===== src/rtl/scan_pkg.sv =====
// Shared definitions for the scan decoder: mode encodings and a helper that
// identifies the two auto-advancing scan modes.
package scan_pkg;

   typedef enum logic [1:0] {
      MODE_DIRECT    = 2'b00,
      MODE_SCAN_UP   = 2'b01,
      MODE_SCAN_DOWN = 2'b10,
      MODE_OFF       = 2'b11
   } scan_mode_t;

   function automatic logic is_scan(input logic [1:0] m);
      return (m == MODE_SCAN_UP) || (m == MODE_SCAN_DOWN);
   endfunction

endpackage


===== src/rtl/scan_prescaler.sv =====
// Scan-period prescaler: counts while run is high and reports a step when the
// count matches period. A match wraps the counter, so a step occurs every period+1 cycles.
module scan_prescaler #(
   parameter int DIV_W = 16
) (
   input  logic             clk,
   input  logic             rst,
   input  logic             run,
   input  logic             clear,
   input  logic [DIV_W-1:0] period,
   output logic             tick
);

   logic [DIV_W-1:0] cnt;
   logic             hit;

   // An equality compare means a count above a freshly lowered period wraps
   // through the counter's full range before matching, so no step is skipped.
   assign hit  = (cnt == period);
   assign tick = run && !clear && hit;

   always_ff @(posedge clk or posedge rst) begin
      if (rst) begin
         cnt <= '0;
      end else if (clear) begin
         cnt <= '0;
      end else if (run) begin
         cnt <= hit ? '0 : cnt + DIV_W'(1);
      end
   end

endmodule


===== src/rtl/scan_decoder.sv =====
// Registered binary-to-one-hot decoder with an auto-advancing scan index,
// used for display-digit multiplexing and keypad row strobing.
module scan_decoder
   import scan_pkg::*;
#(
   parameter int SEL_W = 3,
   parameter int DIV_W = 16
) (
   input  logic                  clk,
   input  logic                  rst,
   input  logic                  en,
   input  logic [1:0]            mode,
   input  logic [SEL_W-1:0]      s,
   input  logic                  load,
   input  logic [DIV_W-1:0]      period,
   output logic [(2**SEL_W)-1:0] d,
   output logic [SEL_W-1:0]      idx,
   output logic                  tick
);

   localparam int OUT_W = 2**SEL_W;

   logic [1:0]       mode_prev;
   logic             mode_chg;
   logic             run;
   logic             clear;
   logic             step;
   logic             out_en;
   logic [SEL_W-1:0] idx_next;
   logic [OUT_W-1:0] d_next;

   // Any mode change restarts the period count; DIRECT pins it at zero.
   assign mode_chg = (mode != mode_prev);
   assign run      = en && is_scan(mode);
   assign clear    = load || mode_chg || (mode == MODE_DIRECT);
   assign out_en   = en && (mode != MODE_OFF);

   scan_prescaler #(
      .DIV_W (DIV_W)
   ) u_prescaler (
      .clk    (clk),
      .rst    (rst),
      .run    (run),
      .clear  (clear),
      .period (period),
      .tick   (step)
   );

   always_comb begin
      idx_next = idx;
      if (load) begin
         idx_next = s;
      end else if (en && (mode == MODE_DIRECT)) begin
         idx_next = s;
      end else if (step) begin
         idx_next = (mode == MODE_SCAN_UP) ? idx + SEL_W'(1) : idx - SEL_W'(1);
      end
   end

   // Decoding from the single index guarantees one-hot or all-zero output.
   for (genvar gi = 0; gi < OUT_W; gi++) begin : g_onehot
      assign d_next[gi] = out_en && (idx_next == SEL_W'(gi));
   end

   always_ff @(posedge clk or posedge rst) begin
      if (rst) begin
         d         <= '0;
         idx       <= '0;
         tick      <= 1'b0;
         mode_prev <= MODE_DIRECT;
      end else begin
         d         <= d_next;
         idx       <= idx_next;
         tick      <= step;
         mode_prev <= mode;
      end
   end

endmodule


===== config.mk =====
export PLATFORM = sky130hd
export DESIGN_NAME = scan_decoder
export DESIGN_NICKNAME = d
export VERILOG_FILES = /design/src/rtl/scan_pkg.sv /design/src/rtl/scan_prescaler.sv /design/src/rtl/scan_decoder.sv
export SDC_FILE = /design/constraint.sdc
export NUM_CORES = 1
export LEC_CHECK = 0
export ABC_CLOCK_PERIOD_IN_PS = 2400
export CORE_AREA = 2 2 62 64
export DETAILED_ROUTE_END_ITERATION = 10
export DIE_AREA = 0 0 64 66
export PLACE_DENSITY = 0.87
export SETUP_SLACK_MARGIN = 0.02
export SKIP_CTS_REPAIR_TIMING = 1
export SLEW_MARGIN = 15
export SYNTH_ARGS = -nofsm -noshare
export SYNTH_HDL_FRONTEND = slang
export SYNTH_SLANG_ARGS = --single-unit
export TNS_END_PERCENT = 5

===== constraint.sdc =====
create_clock -name clk -period 2.4 [get_ports clk]
set_clock_uncertainty 0.05 [all_clocks]
set_input_delay 0.48 -clock clk [delete_from_list [all_inputs] [get_ports clk]]
set_output_delay 0.48 -clock clk [all_outputs]
set_load 0.005 [all_outputs]

==> results of run 1 <==
[layout make-up]
class	count	area (um2)
Inverter	8	30.0
Tap cell	48	60.1
Clock buffer	8	78.8
Multi-Input combinational cell	142	982
Fill cell	260	1130
Sequential cell	30	751
Timing Repair Buffer	56	523
[power breakdown]
part | internal, uW | total (uW) | switching (uW)
combinational | 110 | 199 | 89.4
clock | 200 | 376 | 176
sequential | 517 | 525 | 7.49
[Yosys cell counts, types with 3 or more instances]
cell | n | area, um2
dfrtp_1 | 30 | 751
xnor2_1 | 22 | 193
o21ai_0 | 20 | 100
nand2_1 | 15 | 56.3
nor3_1 | 10 | 50.1
a21oi_1 | 9 | 45.0
inv_1 | 8 | 30.0
nor2_1 | 8 | 30.0
nand3_1 | 7 | 35.0
nand4_1 | 7 | 43.8
and3_1 | 5 | 31.3
a2111oi_0 | 4 | 35.0
a22o_1 | 4 | 35.0
ha_1 | 4 | 50.1
a21o_1 | 3 | 22.5
and2_1 | 3 | 18.8
mux2i_1 | 3 | 30.0
[tightest hold or removal path, delay by kind of cell]
family	cells	cell delay, ps
buf+inv	3	780
[registers in the layout, summed over array words and instances (netlist names)]
signal / flops
tick: 1
idx: 3
d: 8
mode_prev: 2
u_prescaler.cnt: 16
[cells by family after synthesis]
family,Yosys count,share of synthesized area (%)
and+or+nand+nor,62,18.3
AOI/OAI and AO/OA,46,17.1
DFF,30,42.4
xor gates and xnor gates,24,11.9
buffers and inverters,13,3.11
muxes,5,3.18
adders and majority gates,5,3.96
[stage by stage]
step / total power (uW) / cells / utilization [%]
after floorplan: 625 / 185 / -
after global placement: 724 / 284 / 65.5
after detailed placement: 730 / 284 / 65.5
after CTS: 1100 / 292 / 67.8
after global routing: 1160 / 292 / 68.3
final: 1100 / 292 / 68.3
[per-layer routing]
| layer | part of all wire, % | GRT usage [%] | vias to the layer above |
|---|---|---|---|
| met5 | 0 | 0 | - |
| met4 | 1.9 | 7.61 | 0 |
| met3 | 5.0 | 5.28 | 7 |
| met2 | 46 | 33.1 | 40 |
| met1 | 47 | 26.1 | 740 |
| li1 | - | - | 779 |
[worst max path at each step]
stage	endpoint	cells past startpoint
4_1_cts	d[0]	8
3_3_place_gp	d[4]	8
6_report	d[0]	8
2_1_floorplan	u_prescaler.cnt[11]	10
5_1_grt	d[0]	8
3_5_place_dp	d[0]	8
==> results.md, run 1 <==
- Outcome: finished, final reports clean
- Via count of the routed design: 1566
- Die extent in y: 66 um
- Worst setup SP type: input pin
- Nets: 273
- Initial antenna violation count: 0
- Seq cells post-synth: 30
- Final min period: 2390 ps
- Syn_area_per_cell: 9.56 um2
- Fin area: 2420 um2
- Net Count, Synth: 215
- N_diodes: 0
- Most used cells in the layout excluding fill and tap cells: 36 x clkdlybuf4s50_1, 30 x dfrtp_1, 22 x xnor2_1, 19 x o21ai_0, 19 x buf_4
- DRC viols: 0
- R2R cell count: 6
- Worst-Margin Slew: 467 ps
- Final setup vio count: 0
- Pwr/cell area: 453 nW/um2
- Critical path capture point type: register
- Crit path max-delay family: adder cells
- Root Buffer: clkbuf_4
- First-pass DRT Iterations: 4
- Row count: 22
- CP arrival: 2550 ps
- Initial Utilization: 49.8%
- Setup_tns: 0 ps
- Deepest clock path buffer count: 2
- Core area: 3550 um2
- Ratio of cells with drive above 1 in the final layout: 16.8%
- Sequential area share after synthesis: 42.4%
- Die area: 4220 um2
- Drt via density: 5.36
- Num CTS Buffers: 5
- Fmax: 418 MHz
- Pre-CTS WS: -345 ps
- Hold crit path type: input pin to asynchronous set/reset pin
- Largest net degree at the start of global routing: 31
- Critical Path Slowest Stage Cell: fa_1
- Clock tree sinks: 30
- Synthesis-to-layout area growth: 37.1%
- WL/cell: 13.0 um
- Max_slew headroom: 68.0%
- I/O Buffers: 36
- Required @ worst endpoint: 2550 ps
- Most common cell after layout, fill and taps aside: clkdlybuf4s50_1
- Vias in the first global route: 1536
- Total track usage: 20.4%
- H-tree levels: 2
- Die X-Extent: 64 um
- Max IR drop VDD: 0.232 mV
- Mapped Cells: 185
- Reg2Reg Setup Slack: 150 ps
- Synth warnings: 0
- Placement-stage cell area: 2330 um2
- Dpl hpwl: 2.83 mm
- CP peak stage delay: 480 ps
- FF-to-FF End: d[4]
- Clock latency at the later pin of the worst-skew pair: 340 ps
- R2r startpoint: u_prescaler.cnt[6]
- Critical path buffers and inverters: 3
- First-pass GRT wire length: 6.63 mm
- Worst-path cell chain: clkdlybuf4s50_1 -> inv_1 -> ha_1 -> fa_1 -> a21boi_0 -> mux2_4 -> inv_1 -> a2111oi_1
- Post-route ant nets: 0
- Worst-path fanout max: 5
- Final period util: 99.8%
- CTS tree: yes
- Final GP Congestion: 0.838
- Pins Over Slew Limit: 0
- Count of cell types in the netlist: 34
- Clk pin slew, worst setup/hold paths: 110 ps
- Setup repair after global routing missed its margin: yes
- Top FF cell, synth: dfrtp_1
- Post-synth EDFFs: 0
- CP Launch Point: mode[1]
- CP Class: input pin to register
- I/O pin count: 37
- Netlist Area Pre-Place: 1770 um2
- DR iter-0 viols: 51
- CP dominant cell by count: inv_1
- Hold WS: 444 ps
- Asr flop ratio synth: 100%
- Worst setup margin: 5.22 ps
- Max_cap viols: 0
- Total wire length: 3.80 mm
- Static Leak: 0.00105 uW
- Congestion Overflow GR: 0
- Final Hold Viols: 0
Power figures use the tool's default switching activity.
==> inputs of run 2 (changes only) <==
--- a/config.mk
+++ b/config.mk
@@ -12,7 +12,6 @@
 export PLACE_DENSITY = 0.87
 export SETUP_SLACK_MARGIN = 0.02
 export SKIP_CTS_REPAIR_TIMING = 1
-export SLEW_MARGIN = 15
 export SYNTH_ARGS = -nofsm -noshare
 export SYNTH_HDL_FRONTEND = slang
 export SYNTH_SLANG_ARGS = --single-unit
==> results of run 2 <==
Same layout as run 1: the final DEF is identical, and so are final timing and power.
==> inputs of run 3 (changes only) <==
--- a/config.mk
+++ b/config.mk
@@ -7,11 +7,13 @@
 export LEC_CHECK = 0
 export ABC_CLOCK_PERIOD_IN_PS = 2400
 export CORE_AREA = 2 2 62 64
+export CTS_BUF_LIST = sky130_fd_sc_hd__clkbuf_16
 export DETAILED_ROUTE_END_ITERATION = 10
 export DIE_AREA = 0 0 64 66
 export PLACE_DENSITY = 0.87
 export SETUP_SLACK_MARGIN = 0.02
 export SKIP_CTS_REPAIR_TIMING = 1
+export SKIP_LAST_GASP = 1
 export SYNTH_ARGS = -nofsm -noshare
 export SYNTH_HDL_FRONTEND = slang
 export SYNTH_SLANG_ARGS = --single-unit
==> run 3 against run 2 <==
  * Fmax is 2.1% lower
  * Critical path type is now register to register
  * Sequential power increased by 1%
  * Critical path depth decreased by 1
  * Total power is 27% higher
  * Wire length rose by 49%
  * Via count up 16%
  * Highest routed layer unchanged
  * Global-route usage up 1.3 points
  * Register-to-register slack got worse by 200 ps
  * Die area unchanged
  * The run now ends with setup timing left
  * Final cell count increased by 2.4%
  * Largest cell class unchanged
  * Utilization increased by 11 points
  * Cell area up 17%
==> results.md, run 3 (synthesis results as in run 1) <==
- CP Launch Point: u_prescaler.cnt[12]
- Largest net degree at the start of global routing: 31
- Fillers: 198
- Final min period: 2450 ps
- Worst setup SP type: register
- Num CTS Buffers: 5
- Inst Count DP: 284
- Final period util: 102%
- N_diodes: 0
- Total track usage: 21.7%
- Dpl hpwl: 2.83 mm
- Initial antenna violation count: 0
- Setup_tns: -99.2 ps
- CP peak stage delay: 430 ps
- Critical path capture point type: register
- I/O pin count: 37
- Final GP Congestion: 0.838
- Initial Utilization: 49.8%
- H-tree levels: 2
- CP Class: register to register
- Congestion Overflow GR: 0
- Pwr/cell area: 494 nW/um2
- Hold crit path type: input pin to register
- Worst-path cell chain: xnor2_1 -> nand4_1 -> nor4_4 -> nand2_2 -> mux2_4 -> buf_12 -> a2111oi_4
- Clk pin slew, worst setup/hold paths: 50 ps
- Die extent in y: 66 um
- Biggest register: u_prescaler.cnt
- Core area: 3550 um2
- DRC viols: 0
- Nets: 280
- Deepest clock path buffer count: 2
- Clock latency at the later pin of the worst-skew pair: 280 ps
- Die area: 4220 um2
- Critical Path Slowest Stage Cell: dfrtp_2
- Outcome: finished, violations left
- I/O Buffers: 36
- Failing checks: setup timing
- Max_cap viols: 0
- Core Util, Final: 79.6%
- Vias in the first global route: 1582
- Most used cells in the layout excluding fill and tap cells: 27 x dfrtp_1, 25 x buf_4, 20 x o21ai_0, 18 x clkdlybuf4s50_1, 18 x dlymetal6s2s_1
- Final setup vio count: 4
- Pins Over Slew Limit: 0
- Min-delay src: mode[1]
- Required @ worst endpoint: 2520 ps
- Die X-Extent: 64 um
- Via count of the routed design: 1813
- Row count: 22
- Max IR drop VDD: 0.395 mV
- R2r startpoint: u_prescaler.cnt[12]
- Max_slew headroom: 45.2%
- Worst setup margin: -46.9 ps
- First-pass DRT Iterations: 5
- Fmax: 409 MHz
- WL/cell: 18.9 um
- Worst-path fanout max: 5
- Max reg flops: 16
- DR iter-0 viols: 183
- Synthesis-to-layout area growth: 59.8%
- CP arrival: 2560 ps
- CTS tree: yes
- Clock tree sinks: 30
- Post-route ant nets: 0
- Root Buffer: clkbuf_16
- Ratio of cells with drive above 1 in the final layout: 26.3%
- First-pass GRT wire length: 6.89 mm
- Pre-CTS WS: -345 ps
- Layout Cells excl Fill: 299
- Most common cell after layout, fill and taps aside: dfrtp_1
- Worst-Margin Slew: 819 ps
- Final Hold Viols: 0
- Static Leak: 0.00129 uW
- Drt via density: 6.06
- Top flop regs: u_prescaler.cnt (16), d (8), idx (3)
- Total wire length: 5.66 mm
## run 3: worst paths after layout
kind / end / slack (ps) / cells past startpoint
min in group asynchronous: u_prescaler.cnt[4] / 550 / 3
max: d[6] / -50 / 7
max in group asynchronous: u_prescaler.cnt[7] / 1440 / 3
min: mode_prev[1] / 450 / 2
min reg2reg: u_prescaler.cnt[12] / 470 / 1
max reg2reg: d[6] / -50 / 7
## run 3: area by class of cell
cell class | count | area (um2) | area share [%]
sequential | 30 | 754 | 26.7
clock inverter | 3 | 11.3 | 0.398
clock buffer | 5 | 125 | 4.42
tap | 48 | 60.1 | 2.12
multi-input combinational | 142 | 1210 | 42.8
timing repair buffer | 63 | 633 | 22.4
inverter | 8 | 33.8 | 1.19
## run 3: power by group
part           switching (uW)  leakage, uW  internal (uW)
Combinational             136     0.000826            132
Sequential               11.7     0.000401            519
Clock                     224    0.0000663            372
## run 3: metal layers
layer,part of all wire [%],up-vias,global-route usage [%]
met5,0,-,0
met2,49,115,35.5
met3,6.3,24,6.47
met4,3.2,0,12.8
met1,41,876,25.2
li1,-,798,-
## run 3: metrics by stage
step	area (um2)	hold slack, ps	power, uW
2_1_floorplan	1770	446	625
3_3_place_gp	2330	472	724
3_5_place_dp	2330	486	730
4_1_cts	2460	493	1320
5_1_grt	2830	459	1440
6_report	2830	446	1400
## run 3: worst max-delay path: cells and delay by family (launching register included)
family | cells | cell delay (ps)
mux | 1 | 380
flops | 1 | 430
compound gates | 1 | 320
buf+inv | 1 | 140
xor+xnor | 1 | 190
simple gates | 3 | 820
